### src/rtl/mem_req_ctrl.sv
// Request front-end for a single-port synchronous memory: in-order request FIFO,
// one outstanding read, backpressured response register. Define MEM_REQ_CTRL_INIT_SWEEP_EN
// to add a post-reset sweep that writes INIT_VALUE to every memory location.
module mem_req_ctrl #(
    parameter int                    ADDR_WIDTH = 2,
    parameter int                    DATA_WIDTH = 8,
    parameter int                    FIFO_DEPTH = 4,
    parameter logic [DATA_WIDTH-1:0] INIT_VALUE = {DATA_WIDTH{1'b1}}
) (
    input  logic                  clk,
    input  logic                  reset,
    input  logic                  req_valid,
    output logic                  req_ready,
    input  logic                  req_write,
    input  logic [ADDR_WIDTH-1:0] req_addr,
    input  logic [DATA_WIDTH-1:0] req_wdata,
    output logic                  rsp_valid,
    input  logic                  rsp_ready,
    output logic [DATA_WIDTH-1:0] rsp_rdata,
    output logic                  busy,
    output logic [ADDR_WIDTH-1:0] mem_addr,
    output logic                  mem_wr_en,
    output logic                  mem_rd_en,
    output logic [DATA_WIDTH-1:0] mem_wdata,
    input  logic [DATA_WIDTH-1:0] mem_rdata
);

    localparam int PTR_W = $clog2(FIFO_DEPTH);
    localparam int CNT_W = PTR_W + 1;

    logic in_init;
    logic in_run;

`ifdef MEM_REQ_CTRL_INIT_SWEEP_EN
    typedef enum logic {
        ST_INIT,
        ST_RUN
    } state_t;

    state_t                state;
    logic [ADDR_WIDTH-1:0] sweep_addr;

    // NOTE: sequential state uses non-blocking assignments so every register
    // samples pre-edge values regardless of statement order.
    always_ff @(posedge clk or posedge reset) begin
        if (reset) begin
            state      <= ST_INIT;
            sweep_addr <= '0;
        end else if (state == ST_INIT) begin
            sweep_addr <= sweep_addr + ADDR_WIDTH'(1);
            if (&sweep_addr) begin
                state <= ST_RUN;
            end
        end
    end

    // Reset gates the decodes so nothing is driven while reset is held.
    assign in_init = (state == ST_INIT) && !reset;
    assign in_run  = (state == ST_RUN) && !reset;
`else
    logic unused_init_value;

    assign unused_init_value = ^INIT_VALUE;
    assign in_init           = 1'b0;
    assign in_run            = !reset;
`endif

    assign busy = in_init;

    // Request FIFO
    logic [FIFO_DEPTH-1:0] fifo_write;
    logic [ADDR_WIDTH-1:0] fifo_addr  [FIFO_DEPTH];
    logic [DATA_WIDTH-1:0] fifo_wdata [FIFO_DEPTH];
    logic [PTR_W-1:0]      wr_ptr;
    logic [PTR_W-1:0]      rd_ptr;
    logic [CNT_W-1:0]      count;

    logic                  head_write;
    logic [ADDR_WIDTH-1:0] head_addr;
    logic [DATA_WIDTH-1:0] head_wdata;
    logic                  fifo_empty;
    logic                  push;
    logic                  pop;
    logic                  read_ok;
    logic                  rd_issue;
    logic                  rd_pending;

    assign head_write = fifo_write[rd_ptr];
    assign head_addr  = fifo_addr[rd_ptr];
    assign head_wdata = fifo_wdata[rd_ptr];
    assign fifo_empty = (count == '0);

    // Readiness depends only on the registered count, so a full FIFO refuses
    // a push even when the head pops in the same cycle.
    assign req_ready = in_run && (count < CNT_W'(FIFO_DEPTH));
    assign push      = req_valid && req_ready;

    assign read_ok  = !rd_pending && (!rsp_valid || rsp_ready);
    assign pop      = in_run && !fifo_empty && (head_write || read_ok);
    assign rd_issue = pop && !head_write;

    // NOTE: the FIFO storage has no reset; entries are only ever read below
    // the count, which is reset, so stale contents are never observed.
    always_ff @(posedge clk) begin
        if (push) begin
            fifo_write[wr_ptr] <= req_write;
            fifo_addr[wr_ptr]  <= req_addr;
            fifo_wdata[wr_ptr] <= req_wdata;
        end
    end

    always_ff @(posedge clk or posedge reset) begin
        if (reset) begin
            wr_ptr <= '0;
            rd_ptr <= '0;
            count  <= '0;
        end else begin
            if (push) begin
                wr_ptr <= wr_ptr + PTR_W'(1);
            end
            if (pop) begin
                rd_ptr <= rd_ptr + PTR_W'(1);
            end
            case ({push, pop})
                2'b10:   count <= count + CNT_W'(1);
                2'b01:   count <= count - CNT_W'(1);
                default: count <= count;
            endcase
        end
    end

    // NOTE: every output of this block gets a default first, so no path can
    // leave one unassigned and infer a latch.
    always_comb begin
        mem_wr_en = 1'b0;
        mem_rd_en = 1'b0;
        mem_addr  = '0;
        mem_wdata = '0;
`ifdef MEM_REQ_CTRL_INIT_SWEEP_EN
        if (in_init) begin
            mem_wr_en = 1'b1;
            mem_addr  = sweep_addr;
            mem_wdata = INIT_VALUE;
        end
`endif
        if (pop) begin
            mem_wr_en = head_write;
            mem_rd_en = !head_write;
            mem_addr  = head_addr;
            mem_wdata = head_write ? head_wdata : '0;
        end
    end

    // Read data arrives the cycle after issue; capture it into the response
    // register, which holds until the host takes it.
    always_ff @(posedge clk or posedge reset) begin
        if (reset) begin
            rd_pending <= 1'b0;
            rsp_valid  <= 1'b0;
            rsp_rdata  <= '0;
        end else begin
            rd_pending <= rd_issue;
            if (rd_pending) begin
                rsp_valid <= 1'b1;
                rsp_rdata <= mem_rdata;
            end else if (rsp_valid && rsp_ready) begin
                rsp_valid <= 1'b0;
            end
        end
    end

endmodule

### config.mk
export PLATFORM = sky130hd
export DESIGN_NAME = mem_req_ctrl
export DESIGN_NICKNAME = d
export VERILOG_FILES = /design/src/rtl/mem_req_ctrl.sv
export SDC_FILE = /design/constraint.sdc
export NUM_CORES = 1
export LEC_CHECK = 0
export BUFFER_PORTS_ARGS = -buffer_cell sky130_fd_sc_hd__buf_2
export CELL_PAD_IN_SITES_DETAIL_PLACEMENT = 2
export CELL_PAD_IN_SITES_GLOBAL_PLACEMENT = 2
export CORE_MARGIN = 2
export CORE_UTILIZATION = 40
export CTS_CLUSTER_DIAMETER = 100
export CTS_CLUSTER_SIZE = 25
export DETAILED_ROUTE_END_ITERATION = 8
export PLACE_DENSITY = 0.9
export SETUP_SLACK_MARGIN = 0.4
export SLEW_MARGIN = 5
export SYNTH_ARGS = -nofsm -noshare
export SYNTH_HDL_FRONTEND = slang
export SYNTH_SLANG_ARGS = --single-unit
### constraint.sdc
create_clock -name clk -period 2.54 [get_ports clk]
set_input_delay 0.508 -clock clk [delete_from_list [all_inputs] [get_ports clk]]
set_output_delay 0.508 -clock clk [all_outputs]
set_load 0.005 [all_outputs]
==> results.py <==
metrics = {
    "critical_path": {
        "r2r_slack_ps": 220,
        "startpoint": "rd_ptr[0]",
        "crit_path_end_kind": "primary output",
        "cp.required_ps": 2030,
        "crit_arrival_ps": 1870,
        "cp-start-kind": "flip-flop",
        "rr_worst_depth": 7,
        "r2r_end": "count[2]",
        "critPathKind": "reg -> out",
        "critical-path-top-delay-family": "multiplexers",
        "cp_cell_sequence": "mux4_2, buf_6, and3_1, buf_2",
        "endpoint": "mem_wdata[0]",
        "path_max_fanout": 10,
        "crit_slowest_cell": "mux4_2",
        "critical-path-max-stage-delay_ps": 570,
        "crit_cells": 4,
        "path_buf_inv": 2,
        "rr_startpoint": "rd_ptr[0]",
    },
    "sta": {
        "setup_viol": 0,
        "worst_slew_pin_slew_ps": 710,
        "slew_violations": 0,
        "fin_skew_ps": 7.62,
        "relSlewSlack_pct": 52.7,
        "fmax_ghz": 0.421,
        "setup-tns-final_ps": 0,
        "rsz0062_at_grt": "yes",
        "hold_viol": 0,
        "finalCritPeriodShare_pct": 93.6,
        "min_period_ps": 2380,
    },
    "placement": {
        "gp_congestion": 0.685,
        "dp_hpwl_um": 4210,
        "io_buffers": 44,
    },
    "global_routing": {
        "grt.busiest_layer": "met2",
        "gr-usage-met2_pct": 34.3,
        "gr-total-overflow": 0,
        "met1_usage_pct": 24.1,
        "grtUsageMet3_pct": 5.33,
        "grt_max_degree": 18,
        "grt_pass1_wl_um": 9140,
        "grt_usage_pct": 20.1,
        "grt_pass1_vias": 1547,
        "antenna_found_initial": 0,
    },
    "synthesis": {
        "yosys_warnings": 0,
        "yosys_register_bits": 61,
        "yosys.area.top_type": "edfxtp_1",
        "avgSynthCellArea_um2": 18.4,
        "netlist_area_mm2": 0.00247,
        "synthTopCellsByArea": "edfxtp_1 54%, dfrtp_1 17%, mux4_2 9.1%, mux2_2 4.6%, and3_1 3.0%",
        "synth.distinct_cells": 25,
        "synth_top_area_share_pct": 53.6,
        "synth_nets": 163,
        "syn_inst": 134,
        "synth_seq_area_share_pct": 70.8,
    },
    "floorplanning": {
        "core_area_mm2": 0.00596,
        "die-area_mm2": 0.00681,
        "die_width_um": 82.5,
        "start_util_pct": 41.4,
        "num_rows": 28,
        "io_pins": 46,
        "die_y_um": 82.5,
    },
    "power_and_ir_drop": {
        "power_density_mw_per_mm2": 1190,
        "p_switching_uw": 1130,
        "cellInternalPower_uw": 2590,
        "clkPwrFrac_pct": 28.6,
        "sw_frac_of_total_pct": 30.4,
        "seqPwrFrac_pct": 38.5,
        "peakVddDrop_mv": 0.827,
        "power_frac_comb_pct": 32.9,
        "power.leakage_uw": 0.00127,
    },
    "routing": {
        "drt-wirelength-per-cell_um": 23.7,
        "drt_first_pass_iters": 4,
        "drt_wl_total_um": 6410,
        "drt-initial-drc-count": 64,
        "vias": 1413,
        "ant_nets": 0,
        "drc": 0,
        "viasPerCell": 5.23,
    },
    "finish": {
        "drive_above_1_share_pct": 49.7,
        "area_growth_pct": 27.1,
        "antennaDiodeCount": 0,
        "fin_util_pct": 52.6,
        "final_nets": 219,
        "fill_cells": 545,
    },
    "clock_network": {
        "path_clk_slew_ps": 70,
        "cts_sinks": 61,
        "ctsHoldBuffers": 0,
        "root_buffer": "clkbuf_8",
        "cts_buffer_depth": 2,
        "htreeDepth": 3,
        "clock_latency_ps": 350,
        "cts_tree": "yes",
        "cts_buffers": 9,
    },
    "worst_hold_path": {
        "hp-class": "in -> async",
    },
    "status": {
        "status": "complete, no violations",
    },
    "flow_run": {
        "cap_violations": 0,
    },
}
-- routing by layer --
layer  vias to the layer above  part of all wire, %
met1                       747                   40
met2                        36                   56
met3                        10                  2.6
met5                         -                    0
met4                         0                  1.8
li1                        620                    -
-- repair_timing --
item | CTS | global route
endpoints found under the setup margin | 14 | 14
resized for setup | 9 | 8
pin swaps | 3 | 2
buffers inserted | 1 | 0
gates cloned | 0 | 1
-- power by group through the flow --
stage	Combinational (µW)	Clock, µW	Sequential [µW]
finish	1220	1060	1430
CTS	1140	1080	1420
global route	1330	1120	1460
detailed placement	1040	0	1420
global placement	950	0	1380
floorplan	660	0	1380
-- cell families after synthesis --
group	share of synthesized area (%)
AOI/OAI and AO/OA	1.12
and+or+nand+nor	5.78
xor gates and xnor gates	1.78
DFF	70.8
buffers and inverters	2.23
adders and majority gates	3.35
other	0.152
muxes	14.8
-- through the flow --
step	setup slack, ps	power [µW]	std cells	hold WS, ps	instance area (µm²)
final	163	3720	270	322	3140
after global routing	108	3910	270	359	3140
after global placement	401	2330	252	485	2790
after CTS	143	3630	269	317	3080
after detailed placement	237	2460	252	494	2790
after floorplan	410	2040	134	434	2470
-- worst min-delay path by stage --
stage / startpoint / end / slack, ps
after floorplan: reset / count[0] / 430
after global placement: rsp_rdata[4] / rsp_rdata[4] / 480
after global routing: reset / count[1] / 360
after detailed placement: rsp_rdata[1] / rsp_rdata[1] / 490
final: reset / rsp_valid / 320
after CTS: reset / count[1] / 320
-- layout by cell type (no fill, tap or decap), types with 2 or more instances in the layout --
cell type,count
mux4_2,11
edfxtp_1,44
bufinv_16,3
and3_1,12
dfrtp_1,16
inv_1,6
buf_2,42
xnor2_1,3
mux2_2,10
and2_4,2
buf_4,4
clkinvlp_4,2
clkbuf_8,9
nand2_1,2
nor2_1,3
buf_6,3
ha_1,4
-- worst reg2reg max path, cell delays in order (launching register included) --
cell	delay, ps
dfrtp_2	440
mux4_2	570
o21a_4	250
ha_2	200
fa_2	350
xnor2_2	140
nor2_1	110
xor2_1	170
-- cell usage after synthesis --
library cell,n
and2_1,3
and3_1,12
buf_2,2
buf_4,2
clkbuf_1,2
conb_1,1
dfrtp_1,17
edfxtp_1,44
fa_1,1
ha_1,5
inv_1,6
mux2_2,10
mux4_1,1
mux4_2,10
nand2_1,2
nand2b_1,1
nor2_1,3
nor2b_1,1
nor3_1,1
nor4_2,1
o211ai_1,1
o21a_1,2
o21ai_0,1
xnor2_1,4
xor2_1,1
-- layout make-up --
class                      count  area [µm²]  area share [%]
timing repair buffer          51         319            10.2
sequential                    61        1750            55.7
clock inverter                 7         123            3.91
clock buffer                   9         124            3.95
tap                           75        93.8            2.99
inverter                       6        22.5           0.718
multi-input combinational     61         706            22.5
-- flip-flops by register name, indices dropped and copies added, names as in the netlist --
register,count
fifo_write,4
rsp_valid,1
fifo_addr,8
wr_ptr,2
count,3
rsp_rdata,8
rd_ptr,2
fifo_wdata,32
rd_pending,1
No activity file was read; power rests on OpenSTA's default activity.
